### config.mk
export PLATFORM = sky130hd
export DESIGN_NAME = cpu6502_bus_arb
export DESIGN_NICKNAME = d
export VERILOG_FILES = /design/src/rtl/cpu6502_bus_arb.sv
export SDC_FILE = /design/constraint.sdc
export NUM_CORES = 1
export LEC_CHECK = 0
export BUFFER_PORTS_ARGS = -buffer_cell sky130_fd_sc_hd__clkbuf_2
export CORE_MARGIN = 2
export CORE_UTILIZATION = 57
export CTS_BUF_LIST = sky130_fd_sc_hd__clkbuf_8
export CTS_CLUSTER_DIAMETER = 30
export DETAILED_ROUTE_END_ITERATION = 16
export GPL_TIMING_DRIVEN = 1
export PLACE_DENSITY_LB_ADDON = 0.25
export SLEW_MARGIN = 20
export SYNTH_ARGS = -nofsm -noshare
export SYNTH_HDL_FRONTEND = slang
export SYNTH_SLANG_ARGS = --single-unit
### constraint.sdc
create_clock -name clk -period 2.2 [get_ports clk]
set_input_delay 0.33 -clock clk [delete_from_list [all_inputs] [get_ports clk]]
set_output_delay 0.33 -clock clk [all_outputs]
set_load 0.02 [all_outputs]
### src/rtl/cpu6502_bus_arb.sv
// Bus arbiter sharing the system bus between the 6502 core, video fetch (high
// priority) and DMA (low priority); drives the core's RDY and the bus mux select.
module cpu6502_bus_arb #(
    parameter int unsigned DMA_MAX = 16
) (
    input  logic       clk,
    input  logic       reset,
    input  logic       cpu_we,
    input  logic       vid_req,
    input  logic       dma_req,
    output logic       rdy,
    output logic       vid_gnt,
    output logic       dma_gnt,
    output logic [1:0] owner
);

    typedef enum logic [2:0] {
        ST_CPU     = 3'd0,
        ST_DRAIN   = 3'd1,
        ST_VID     = 3'd2,
        ST_DMA     = 3'd3,
        ST_HANDOFF = 3'd4
    } state_t;

    localparam logic [7:0] BURST_LAST = 8'(DMA_MAX - 32'd1);

    state_t     state_r, state_s;
    logic       tgt_vid_r, tgt_vid_s;
    logic       cool_r, cool_s;
    logic [7:0] burst_r, burst_s;
    logic [1:0] owner_s;

    // Next-state, pending target, burst counter and cooldown logic.
    // The cooldown is the single forced CPU cycle after a DMA burst; the request
    // is honoured again at the edge closing that cycle.
    always_comb begin
        state_s   = state_r;
        tgt_vid_s = tgt_vid_r;
        cool_s    = cool_r;
        burst_s   = burst_r;
        case (state_r)
            ST_CPU: begin
                cool_s = 1'b0;
                if (vid_req || dma_req) begin
                    state_s   = ST_DRAIN;
                    tgt_vid_s = vid_req;
                end else begin
                    state_s = ST_CPU;
                end
            end
            ST_DRAIN: begin
                if (!vid_req && !dma_req) begin
                    state_s = ST_CPU;
                end else begin
                    // video always takes over a pending DMA target
                    tgt_vid_s = vid_req;
                    if (!cpu_we) begin
                        state_s = vid_req ? ST_VID : ST_DMA;
                        burst_s = 8'd0;
                    end else begin
                        state_s = ST_DRAIN;
                    end
                end
            end
            ST_VID: begin
                if (!vid_req) begin
                    if (dma_req && !cool_r) begin
                        state_s   = ST_HANDOFF;
                        tgt_vid_s = 1'b0;
                    end else begin
                        state_s = ST_CPU;
                    end
                end else begin
                    state_s = ST_VID;
                end
            end
            ST_DMA: begin
                if (vid_req) begin
                    state_s   = ST_HANDOFF;
                    tgt_vid_s = 1'b1;
                end else if (!dma_req) begin
                    state_s = ST_CPU;
                end else if (burst_r == BURST_LAST) begin
                    state_s = ST_CPU;
                    cool_s  = 1'b1;
                end else begin
                    burst_s = burst_r + 8'd1;
                end
            end
            ST_HANDOFF: begin
                if (tgt_vid_r) begin
                    state_s = vid_req ? ST_VID : ST_CPU;
                end else if (dma_req) begin
                    state_s = ST_DMA;
                    burst_s = 8'd0;
                end else begin
                    state_s = ST_CPU;
                end
            end
            default: begin
                state_s = ST_CPU;
            end
        endcase
    end

    // Bus mux select decoded from the next state.
    always_comb begin
        owner_s = 2'd3;
        case (state_s)
            ST_CPU:  owner_s = 2'd0;
            ST_VID:  owner_s = 2'd1;
            ST_DMA:  owner_s = 2'd2;
            default: owner_s = 2'd3;
        endcase
    end

    // State register and registered outputs.
    always_ff @(posedge clk or posedge reset) begin
        if (reset) begin
            state_r   <= ST_CPU;
            tgt_vid_r <= 1'b0;
            cool_r    <= 1'b0;
            burst_r   <= 8'd0;
            rdy       <= 1'b1;
            vid_gnt   <= 1'b0;
            dma_gnt   <= 1'b0;
            owner     <= 2'd0;
        end else begin
            state_r   <= state_s;
            tgt_vid_r <= tgt_vid_s;
            cool_r    <= cool_s;
            burst_r   <= burst_s;
            rdy       <= (state_s == ST_CPU);
            vid_gnt   <= (state_s == ST_VID);
            dma_gnt   <= (state_s == ST_DMA);
            owner     <= owner_s;
        end
    end

endmodule
==> out/results.ini <==
[run_status]
outcome=finished, final reports clean

[sta]
worst_pin_slew_ns=0.659
clock_skew_ns=0.00416
setup_tns_ns=0
fin_crit_ns=2.01
hold_viol=0
fmax_mhz=497
rsz0062_at_grt=no
post-route-period-util_pct=91.5
whs_ns=0.136
relSlewSlack_pct=56.0
drv_slew=0
setup_viol=0

[cts]
clk_latency_ns=0.26
tritoncts=yes
cts_inserted_buffers=3
cts-resized-gates=0
clk_pin_slew_worst_paths_ns=0.07
ctsHoldBuffers=0
clkSinkCount=18
cts_root_buf=clkbuf_8
cts_setup_buffers=0
htree_levels=1
cts_buffer_depth=2

[worst_setup_path]
slowest_delay_ns=0.56
path_max_fanout=7
critical_path_class=flip-flop to flip-flop
cp_cell_sequence=ha_1 > and3_1 > a211oi_2 > or4_4 > mux2_4
worstPathArrival_ns=2.16
end_kind=flip-flop
cp.buffers_inverters=0
critPathSlowestCell=or4_4
start_kind=flip-flop
r2r_setup_slack_ns=0.19
required_ns=2.34
critPathTopFamily=simple AND/OR/NAND/NOR gates

[synth]
synth_edf_count=0
yosys.area.top_type=dfrtp_1
yosysSeqAreaShare_pct=45.3
synth_top_cell_area_share_pct=42.7
ys_warn_count=0
yosys_register_bits=18
syn-num-nets=105
synth_area_leaders=dfrtp_1 (43%), o21ai_0 (3.5%), dfstp_2 (2.6%)
postSynthAreaPerCell_um2=10.1
netlist_instances=99
ys.flop_type=dfrtp_1
ys_async_sr_fraction_pct=100
synth_area_um2=997
synth_cell_types=46

[die]
coreArea_mm2=0.00169
initial_utilization_pct=59.0
io_pins=10
die_w_um=45.8
dieArea_mm2=0.00210
row_count=15
die_y_um=45.8

[global_routing]
grt_first_pass_wirelength_mm=3.02
grt_usage_pct=20.5
grt_start_max_net_pins=19
grt-ovfl-total=0
antenna_found_initial=0
grt_pass1_vias=706

[final_layout]
layout_common_cells=dfrtp_1 (17), clkbuf_2 (9), inv_1 (7), o21ai_0 (7), a21oi_1 (5)
finalNonFillerCells=124
final_common_cell=dfrtp_1
antennaDiodeCount=0
final_cell_area_mm2=0.00109
final_nets=114
drive_above_1_share_pct=21.5
area_growth_pct=9.79

[pwr]
p_leak_nw=0.484
cellPowerDensity_mw_per_mm2=1080
irDropWorstVdd_uv=690

[drt]
detail_route.iter0.violations=23
avgRoutedWirePerCell_um=14.8
drc=0
vias=768
avgViaCountPerCell=6.19
top_layer=met4
wl_met1_um=843
wl_met3_um=71
antenna_left=0
dr.pass1.iters=4
drt-total-wl_mm=1.83
route.met2.wl_um=893

[run]
cap_violations=0

[place]
place_area_mm2=0.00104
dp_hpwl_mm=1.29
gp_congestion=0.836
dp.cells=120
io_buffers=9

[hold_path]
hold_class=input pin to async pin

## cell usage after synthesis (2+ instances only)
library cell and instances:
nand3_1 2, and3_1 2, or3_1 3, a21oi_1 5, nor3b_1 3, inv_1 7
dfrtp_1 17, o21ai_0 7, nand2_1 4, and2_2 2, nand2b_1 2, nor3_1 2
buf_2 4, a211oi_1 2, nor2_1 3, o21a_1 2, a31oi_1 2, mux2i_1 2
## where the power goes
group          switching, W  total, W  internal, W
Sequential        0.0000970  0.000519     0.000422
Clock              0.000116  0.000275     0.000159
Combinational      0.000216  0.000392     0.000176
Total              0.000429   0.00119     0.000758
## metrics by stage
| step | total power, W | utilization (%) | worst slack (ns) |
|---|---|---|---|
| floorplan | 0.000823 | - | 0.317 |
| global placement | 0.000907 | 61.6 | 0.244 |
| detailed placement | 0.000915 | 61.6 | 0.206 |
| CTS | 0.00120 | 64.8 | 0.192 |
| global route | 0.00128 | 64.8 | 0.125 |
| finish | 0.00119 | 64.8 | 0.186 |
## worst reg2reg max path, stage by stage, from the launching register on
cell and delay [ns]:
dfrtp_1 0.40, ha_1 0.20, and3_1 0.29, a211oi_2 0.14, or4_4 0.56, mux2_4 0.31
## state kept, by name, summed over array words and instances, names as in the netlist
name / cells
burst_r: 8
state_r: 3
owner: 2
cool_r: 1
dma_gnt: 1
rdy: 1
tgt_vid_r: 1
vid_gnt: 1
## cell type report
class	count	area, µm²
flip-flops and latches	18	452
inverters	7	26.3
well taps	17	21.3
repair buffers	9	45.0
multi-input cells	69	495
clock buffers	4	55.1
fillers	140	594
## worst paths after layout
kind / cells past startpoint / startpoint / end
worst max-delay path: 5 / burst_r[0] / owner[0]
worst min-delay path: 2 / reset / burst_r[6]
worst max register to register: 5 / burst_r[0] / owner[0]
worst min register to register: 1 / burst_r[0] / burst_r[0]
max in group asynchronous: 2 / reset / cool_r
min in group clk: 2 / vid_req / vid_gnt
## routing by layer
layer,track usage (%),up-vias
li1,-,386
met1,26.4,362
met5,0,-
met3,4.76,4
met4,8.57,0
met2,33.0,16
## kinds of logic after synthesis
group | Yosys count | synth area share (%)
and+or+nand+nor | 37 | 25.8
AOI/OAI and AO/OA | 28 | 19.1
adders and majority gates | 1 | 1.25
buffers and inverters | 12 | 5.02
muxes | 3 | 3.51
DFF | 18 | 45.3
(Power assumes the default switching activity.)
